==> config.mk <==
export PLATFORM = sky130hd
export DESIGN_NAME = koggestone_sub_pipe_flat
export DESIGN_NICKNAME = d
export VERILOG_FILES = /design/src/rtl/koggestone_sub_pipe_pkg.sv /design/src/rtl/koggestone_sub_pipe_if.sv /design/src/rtl/koggestone_sub_pipe_level.sv /design/src/rtl/koggestone_sub_pipe.sv /design/src/flat_wrapper.sv
export SDC_FILE = /design/constraint.sdc
export NUM_CORES = 1
export LEC_CHECK = 0
export ABC_AREA = 1
export CORE_ASPECT_RATIO = 1.25
export CORE_MARGIN = 2
export CORE_UTILIZATION = 50
export CTS_BUF_LIST = sky130_fd_sc_hd__clkbuf_2
export CTS_CLUSTER_DIAMETER = 100
export DETAILED_ROUTE_END_ITERATION = 10
export GPL_TIMING_DRIVEN = 0
export PLACE_DENSITY = 0.76
export SLEW_MARGIN = 20
export SYNTH_ARGS = -nofsm -noshare
export SYNTH_HDL_FRONTEND = slang
export SYNTH_HIERARCHICAL = 1
export SYNTH_SLANG_ARGS = --single-unit
==> constraint.sdc <==
create_clock -name clk -period 19 [get_ports clk]
set_input_delay 3.8 -clock clk [delete_from_list [all_inputs] [get_ports clk]]
set_output_delay 3.8 -clock clk [all_outputs]
set_load 0.1 [all_outputs]
==> src/rtl/koggestone_sub_pipe_pkg.sv <==
// Shared types and helpers for the pipelined Kogge-Stone subtractor.
// Stage vectors are sized for the widest supported operand; unused upper bits stay zero.
package koggestone_pkg;

  localparam int KS_DEFAULT_LEV = 4;
  localparam int KS_MAX_LEV     = 6;
  localparam int KS_MAX_W       = 1 << KS_MAX_LEV;

  typedef logic [KS_MAX_W-1:0] ks_vec_t;

  typedef struct packed {
    ks_vec_t p;
    ks_vec_t g;
    ks_vec_t p0;
    logic    sa;
    logic    sb;
  } ks_stage_t;

  function automatic int ks_width(input int lev);
    return 1 << lev;
  endfunction

  // Ones in the low ks_width(lev) bits; shifting out of range wraps to all ones.
  function automatic ks_vec_t ks_mask(input int lev);
    ks_vec_t one;
    one = ks_vec_t'(1);
    return (one << ks_width(lev)) - one;
  endfunction

endpackage

==> src/rtl/koggestone_sub_pipe_if.sv <==
// Operand/result handshake bundle for koggestone_sub_pipe.
// The ovf signal exists only when KOGGESTONE_SUB_OVERFLOW_EN is defined.
interface koggestone_sub_pipe_if #(
  parameter int W = 16
);
  logic         in_valid;
  logic         in_ready;
  logic [W-1:0] a;
  logic [W-1:0] b;
  logic         out_valid;
  logic         out_ready;
  logic [W-1:0] diff;
  logic         borrow;
`ifdef KOGGESTONE_SUB_OVERFLOW_EN
  logic         ovf;

  modport master (
    output in_valid, a, b, out_ready,
    input  in_ready, out_valid, diff, borrow, ovf
  );

  modport slave (
    input  in_valid, a, b, out_ready,
    output in_ready, out_valid, diff, borrow, ovf
  );
`else
  modport master (
    output in_valid, a, b, out_ready,
    input  in_ready, out_valid, diff, borrow
  );

  modport slave (
    input  in_valid, a, b, out_ready,
    output in_ready, out_valid, diff, borrow
  );
`endif
endinterface

==> src/rtl/koggestone_sub_pipe_level.sv <==
// One registered Kogge-Stone prefix level (level K of LEV), stalled by the shared enable.
// p0 and the sign bits ride through untouched.
module koggestone_sub_level
  import koggestone_pkg::*;
#(
  parameter int LEV = KS_DEFAULT_LEV,
  parameter int K   = 1
) (
  input  logic      clk,
  input  logic      rst,
  input  logic      en,
  input  logic      valid_i,
  input  ks_stage_t stage_i,
  output logic      valid_o,
  output ks_stage_t stage_o
);

  localparam int      S    = 1 << (K - 1);
  localparam ks_vec_t MASK = ks_mask(LEV);

  logic      valid_q;
  ks_stage_t stage_q;
  ks_stage_t stage_d;

  always_comb begin
    stage_d   = stage_i;
    stage_d.g = (stage_i.g | (stage_i.p & (stage_i.g << S))) & MASK;
    stage_d.p = (stage_i.p & (stage_i.p << S)) & MASK;
  end

  // Only the valid bit is reset; data is qualified by it downstream.
  always_ff @(posedge clk) begin
    if (rst) begin
      valid_q <= 1'b0;
    end else if (en) begin
      valid_q <= valid_i;
    end
    if (en) begin
      stage_q <= stage_d;
    end
  end

  assign valid_o = valid_q;
  assign stage_o = stage_q;

endmodule

==> src/rtl/koggestone_sub_pipe.sv <==
// Pipelined Kogge-Stone subtractor: diff = a - b, borrow = a < b, LEV+1 register stages.
// Define KOGGESTONE_SUB_OVERFLOW_EN to add the signed-overflow output ovf.
module koggestone_sub_pipe
  import koggestone_pkg::*;
#(
  parameter int LEV = KS_DEFAULT_LEV
) (
  input logic                 clk,
  input logic                 rst,
  koggestone_sub_pipe_if.slave bus
);

  localparam int W = ks_width(LEV);

  logic         en;
  logic         valid_w [LEV+1];
  ks_stage_t    stage_w [LEV+1];

  logic         s0_valid_q;
  ks_stage_t    s0_q;
  ks_stage_t    s0_d;
  logic [W-1:0] p_w;
  logic [W-1:0] g_w;

  // a + ~b + 1: the carry-in is folded into g[0], p0 keeps the unfolded propagate.
  always_comb begin
    p_w    = bus.a ^ ~bus.b;
    g_w    = bus.a & ~bus.b;
    g_w[0] = g_w[0] | p_w[0];
    s0_d   = '0;
    s0_d.p[W-1:0]  = p_w;
    s0_d.p0[W-1:0] = p_w;
    s0_d.g[W-1:0]  = g_w;
`ifdef KOGGESTONE_SUB_OVERFLOW_EN
    s0_d.sa = bus.a[W-1];
    s0_d.sb = bus.b[W-1];
`endif
  end

  always_ff @(posedge clk) begin
    if (rst) begin
      s0_valid_q <= 1'b0;
    end else if (en) begin
      s0_valid_q <= bus.in_valid;
    end
    if (en) begin
      s0_q <= s0_d;
    end
  end

  assign valid_w[0] = s0_valid_q;
  assign stage_w[0] = s0_q;

  genvar gi;
  generate
    for (gi = 1; gi <= LEV; gi++) begin : g_level
      koggestone_sub_level #(
        .LEV (LEV),
        .K   (gi)
      ) u_level (
        .clk     (clk),
        .rst     (rst),
        .en      (en),
        .valid_i (valid_w[gi-1]),
        .stage_i (stage_w[gi-1]),
        .valid_o (valid_w[gi]),
        .stage_o (stage_w[gi])
      );
    end
  endgenerate

  ks_stage_t last_w;
  ks_vec_t   diff_full_w;
  logic      unused_stage;

  assign last_w      = stage_w[LEV];
  assign diff_full_w = last_w.p0 ^ {last_w.g[KS_MAX_W-2:0], 1'b1};

  // Whole pipe advances together; a full pipe still accepts when the head leaves.
  assign en            = ~valid_w[LEV] | bus.out_ready;
  assign bus.in_ready  = en;
  assign bus.out_valid = valid_w[LEV];
  assign bus.diff      = diff_full_w[W-1:0];
  assign bus.borrow    = ~last_w.g[W-1];

`ifdef KOGGESTONE_SUB_OVERFLOW_EN
  assign bus.ovf = (last_w.sa ^ last_w.sb) & (last_w.sa ^ diff_full_w[W-1]);
`endif

  assign unused_stage = ^{last_w.p, last_w.g, diff_full_w, last_w.sa, last_w.sb};

endmodule

==> src/flat_wrapper.sv <==
// flat-port wrapper written by rule: the top's interface ports become plain ports
module koggestone_sub_pipe_flat import koggestone_pkg::*;
#(
  parameter int LEV = KS_DEFAULT_LEV
)
  (clk, rst, bus_in_valid, bus_a, bus_b, bus_out_ready, bus_in_ready, bus_out_valid, bus_diff, bus_borrow);
  koggestone_sub_pipe_if #(.W(16)) bus_i ();
  input logic clk;
  input logic rst;
  input wire logic [$bits(bus_i.in_valid)-1:0] bus_in_valid;
  input wire logic [$bits(bus_i.a)-1:0] bus_a;
  input wire logic [$bits(bus_i.b)-1:0] bus_b;
  input wire logic [$bits(bus_i.out_ready)-1:0] bus_out_ready;
  output wire logic [$bits(bus_i.in_ready)-1:0] bus_in_ready;
  output wire logic [$bits(bus_i.out_valid)-1:0] bus_out_valid;
  output wire logic [$bits(bus_i.diff)-1:0] bus_diff;
  output wire logic [$bits(bus_i.borrow)-1:0] bus_borrow;
  assign bus_i.in_valid = bus_in_valid;
  assign bus_i.a = bus_a;
  assign bus_i.b = bus_b;
  assign bus_i.out_ready = bus_out_ready;
  assign bus_in_ready = bus_i.in_ready;
  assign bus_out_valid = bus_i.out_valid;
  assign bus_diff = bus_i.diff;
  assign bus_borrow = bus_i.borrow;
  koggestone_sub_pipe #(.LEV(LEV)) u_core (.clk(clk), .rst(rst), .bus(bus_i));
endmodule
==> reports/metrics.cfg, run 1 <==
[outcome]
status = finished clean

[drt]
ant_nets = 0
drc = 0
dr.pass1.iters = 5
drtIter0Drc = 119
via_per_inst = 4.70
route.final.wire_length_um = 8950
wl_per_cell_um = 13.4
vias = 3152

[setup_path]
critPathKind = input port to output port
critPathLaunchType = input port
required_ns = 15.20
startpoint = bus_out_ready
worstPathMaxFanout = 46
worst_r2r_startpoint = u_core/g_level[4].u_level/valid_o
cp.arrival_ns = 6.70
endpoint_kind = output port

[synth]
yosysWarnings = 6
synth_nets = 456
synth_area_sq_um = 7100
syn_avg_cell_area_sq_um = 17.6
syn_inst = 404

[power_and_ir_drop]
p_int_uw = 616
p_comb_frac = 0.164
sequentialPowerShare = 0.652
p_switching_uw = 256
p_total_uw = 871
p_per_area_nw_per_um2 = 107
leakagePower_uw = 0.00367
clockPowerShare = 0.184
sw_frac_of_total = 0.293
ir_worst_vdd_v = 0.0000648

[sta]
rsz0062_at_grt = no
clock.fmax_mhz = 95.3
worst_slew_pin_slew_ns = 0.972
maxSlewViolCount = 0
finalSetupTns_ns = 0
finalSetupViolCount = 0
fin_worst_skew_ns = 0.0248
maxSlewHeadroom = 0.350
fin_crit_ns = 10.50
hold_viol_final = 0
whs_ns = 0.423
fin_crit_sh = 0.552

[global_route]
grt_pass1_vias = 3070
grt_usage = 0.125
grt_pass1_wl_um = 14400
grt-ovfl-total = 0
antenna_found_initial = 1
grt_max_degree = 47

[cells_and_area]
post_layout_nonfiller_instances = 670
drive_above_1_share = 0.0830
fillers = 1004
area_delta_synth_final_pct = 14.5
fin_nets = 533

[placed_design]
post-place-cells = 637
io_buffers = 54
place_hpwl_um = 6290
gp_congestion = 0.771

[clocking]
numCtsBuffers = 17
clk_latency_ns = 0.70
cts_resized = 0
clkTransAtPathRegs_ns = 0.25
cts_htree_levels = 4
cts-root-buf = clkbuf_2
cts_tree = done
ctsHoldBuffers = 0
postCtsSetupBuffers = 0
clockBufferDepth = 2
clkSinkCount = 199

[flow_run]
max-cap-violations = 0

[die]
start_util = 0.512
fp.dieW_um = 111
dieHeight_um = 137
die_area_sq_um = 15200
row_count = 48
core_sq_um = 13900
io_pins = 55

[hold_path]
holdCritPathClass = flip-flop to flip-flop
min-delay-start = u_core/g_level[2].u_level/stage_o[15]

[layer usage]
metal / share of wire / up-vias / GRT usage
li1: - / 1580 / -
met1: 0.38 / 1492 / 0.133
met2: 0.56 / 70 / 0.228
met3: 0.044 / 10 / 0.0378
met4: 0.016 / 0 / 0.0604
met5: 0 / - / 0
[metrics by stage]
stage | worst slack, ns | cell area, sq um | utilization
after floorplan | 6.54 | 7100 | -
after global placement | 3.56 | 7860 | 0.567
after detailed placement | 8.47 | 7950 | 0.573
after CTS | 8.47 | 8130 | 0.586
after global routing | 8.38 | 8130 | 0.586
final | 8.50 | 8130 | 0.586
[sequential cells by signal, indices dropped and copies added, names as in the netlist]
register and flops:
u_core/s0_q 32, u_core/g_level.u_level/stage_o 162, u_core/s0_valid_q 1, u_core/g_level.u_level/valid_o 4
[power by group through the flow]
stage | clock network, uW | registers (uW) | logic (uW)
after floorplan | 0 | 570 | 108
after global placement | 0 | 578 | 142
after detailed placement | 0 | 580 | 144
after CTS | 168 | 569 | 144
after global routing | 182 | 575 | 150
final | 160 | 568 | 143
[cells in the final DEF (no fill, tap or decap)]
| master | count |
|---|---|
| clkdlybuf4s50_1 | 54 |
| nor2_1 | 5 |
| edfxtp_1 | 194 |
| buf_12 | 4 |
| nand2_4 | 1 |
| clkinv_1 | 2 |
| inv_2 | 1 |
| clkbuf_2 | 18 |
| a21o_1 | 46 |
| dfxtp_1 | 5 |
| clkinv_2 | 5 |
| a21oi_1 | 1 |
| ha_1 | 16 |
| clkinv_4 | 2 |
| diode_2 | 1 |
| inv_1 | 66 |
| clkinvlp_4 | 5 |
| nand3_2 | 1 |
| nor2_2 | 4 |
| xor2_1 | 15 |
| nand2_1 | 49 |
[cell type report]
| class | count | area, sq um | area share |
|---|---|---|---|
| Multi-Input combinational cell | 138 | 931 | 0.115 |
| Inverter | 67 | 251 | 0.0309 |
| Clock buffer | 18 | 90.1 | 0.0111 |
| Timing Repair Buffer | 58 | 621 | 0.0764 |
| Clock inverter | 14 | 87.6 | 0.0108 |
| Antenna cell | 1 | 2.50 | 0.000308 |
| Sequential cell | 199 | 5930 | 0.729 |
| Tap cell | 175 | 219 | 0.0269 |
[path summary, 6_finish.rpt]
| kind | to | slack [ns] | cells after the start |
|---|---|---|---|
| max reg2reg | u_core/g_level[3].u_level/stage_o[78] | 17.06 | 4 |
| min | u_core/g_level[3].u_level/stage_o[15] | 0.42 | 0 |
| max | bus_in_ready | 8.50 | 7 |
| min reg2reg | u_core/g_level[3].u_level/stage_o[15] | 0.42 | 0 |
[worst max-delay path, stage by stage]
cell             delay (ns)
clkdlybuf4s50_1        0.48
inv_2                  0.06
nand2_4                0.30
buf_12                 0.30
buf_12                 0.28
buf_12                 0.26
clkdlybuf4s50_1        1.17
(Power assumes the default switching activity.)
==> run 2: changes to the inputs <==
- clock period: 19 -> 9.75 ns (I/O delays scaled with it)
==> results of run 2 <==
The final DEF is identical to that of run 1. Status: finished clean.
Among the figures that moved: setup slack after placement 8.47 ns -> 2.92 ns; setup slack after layout 8.50 ns -> 2.95 ns; register-to-register setup slack 17.06 ns -> 7.81 ns; total power 871 uW -> 1700 uW; worst IR drop on VDD 0.0000648 V -> 0.000126 V
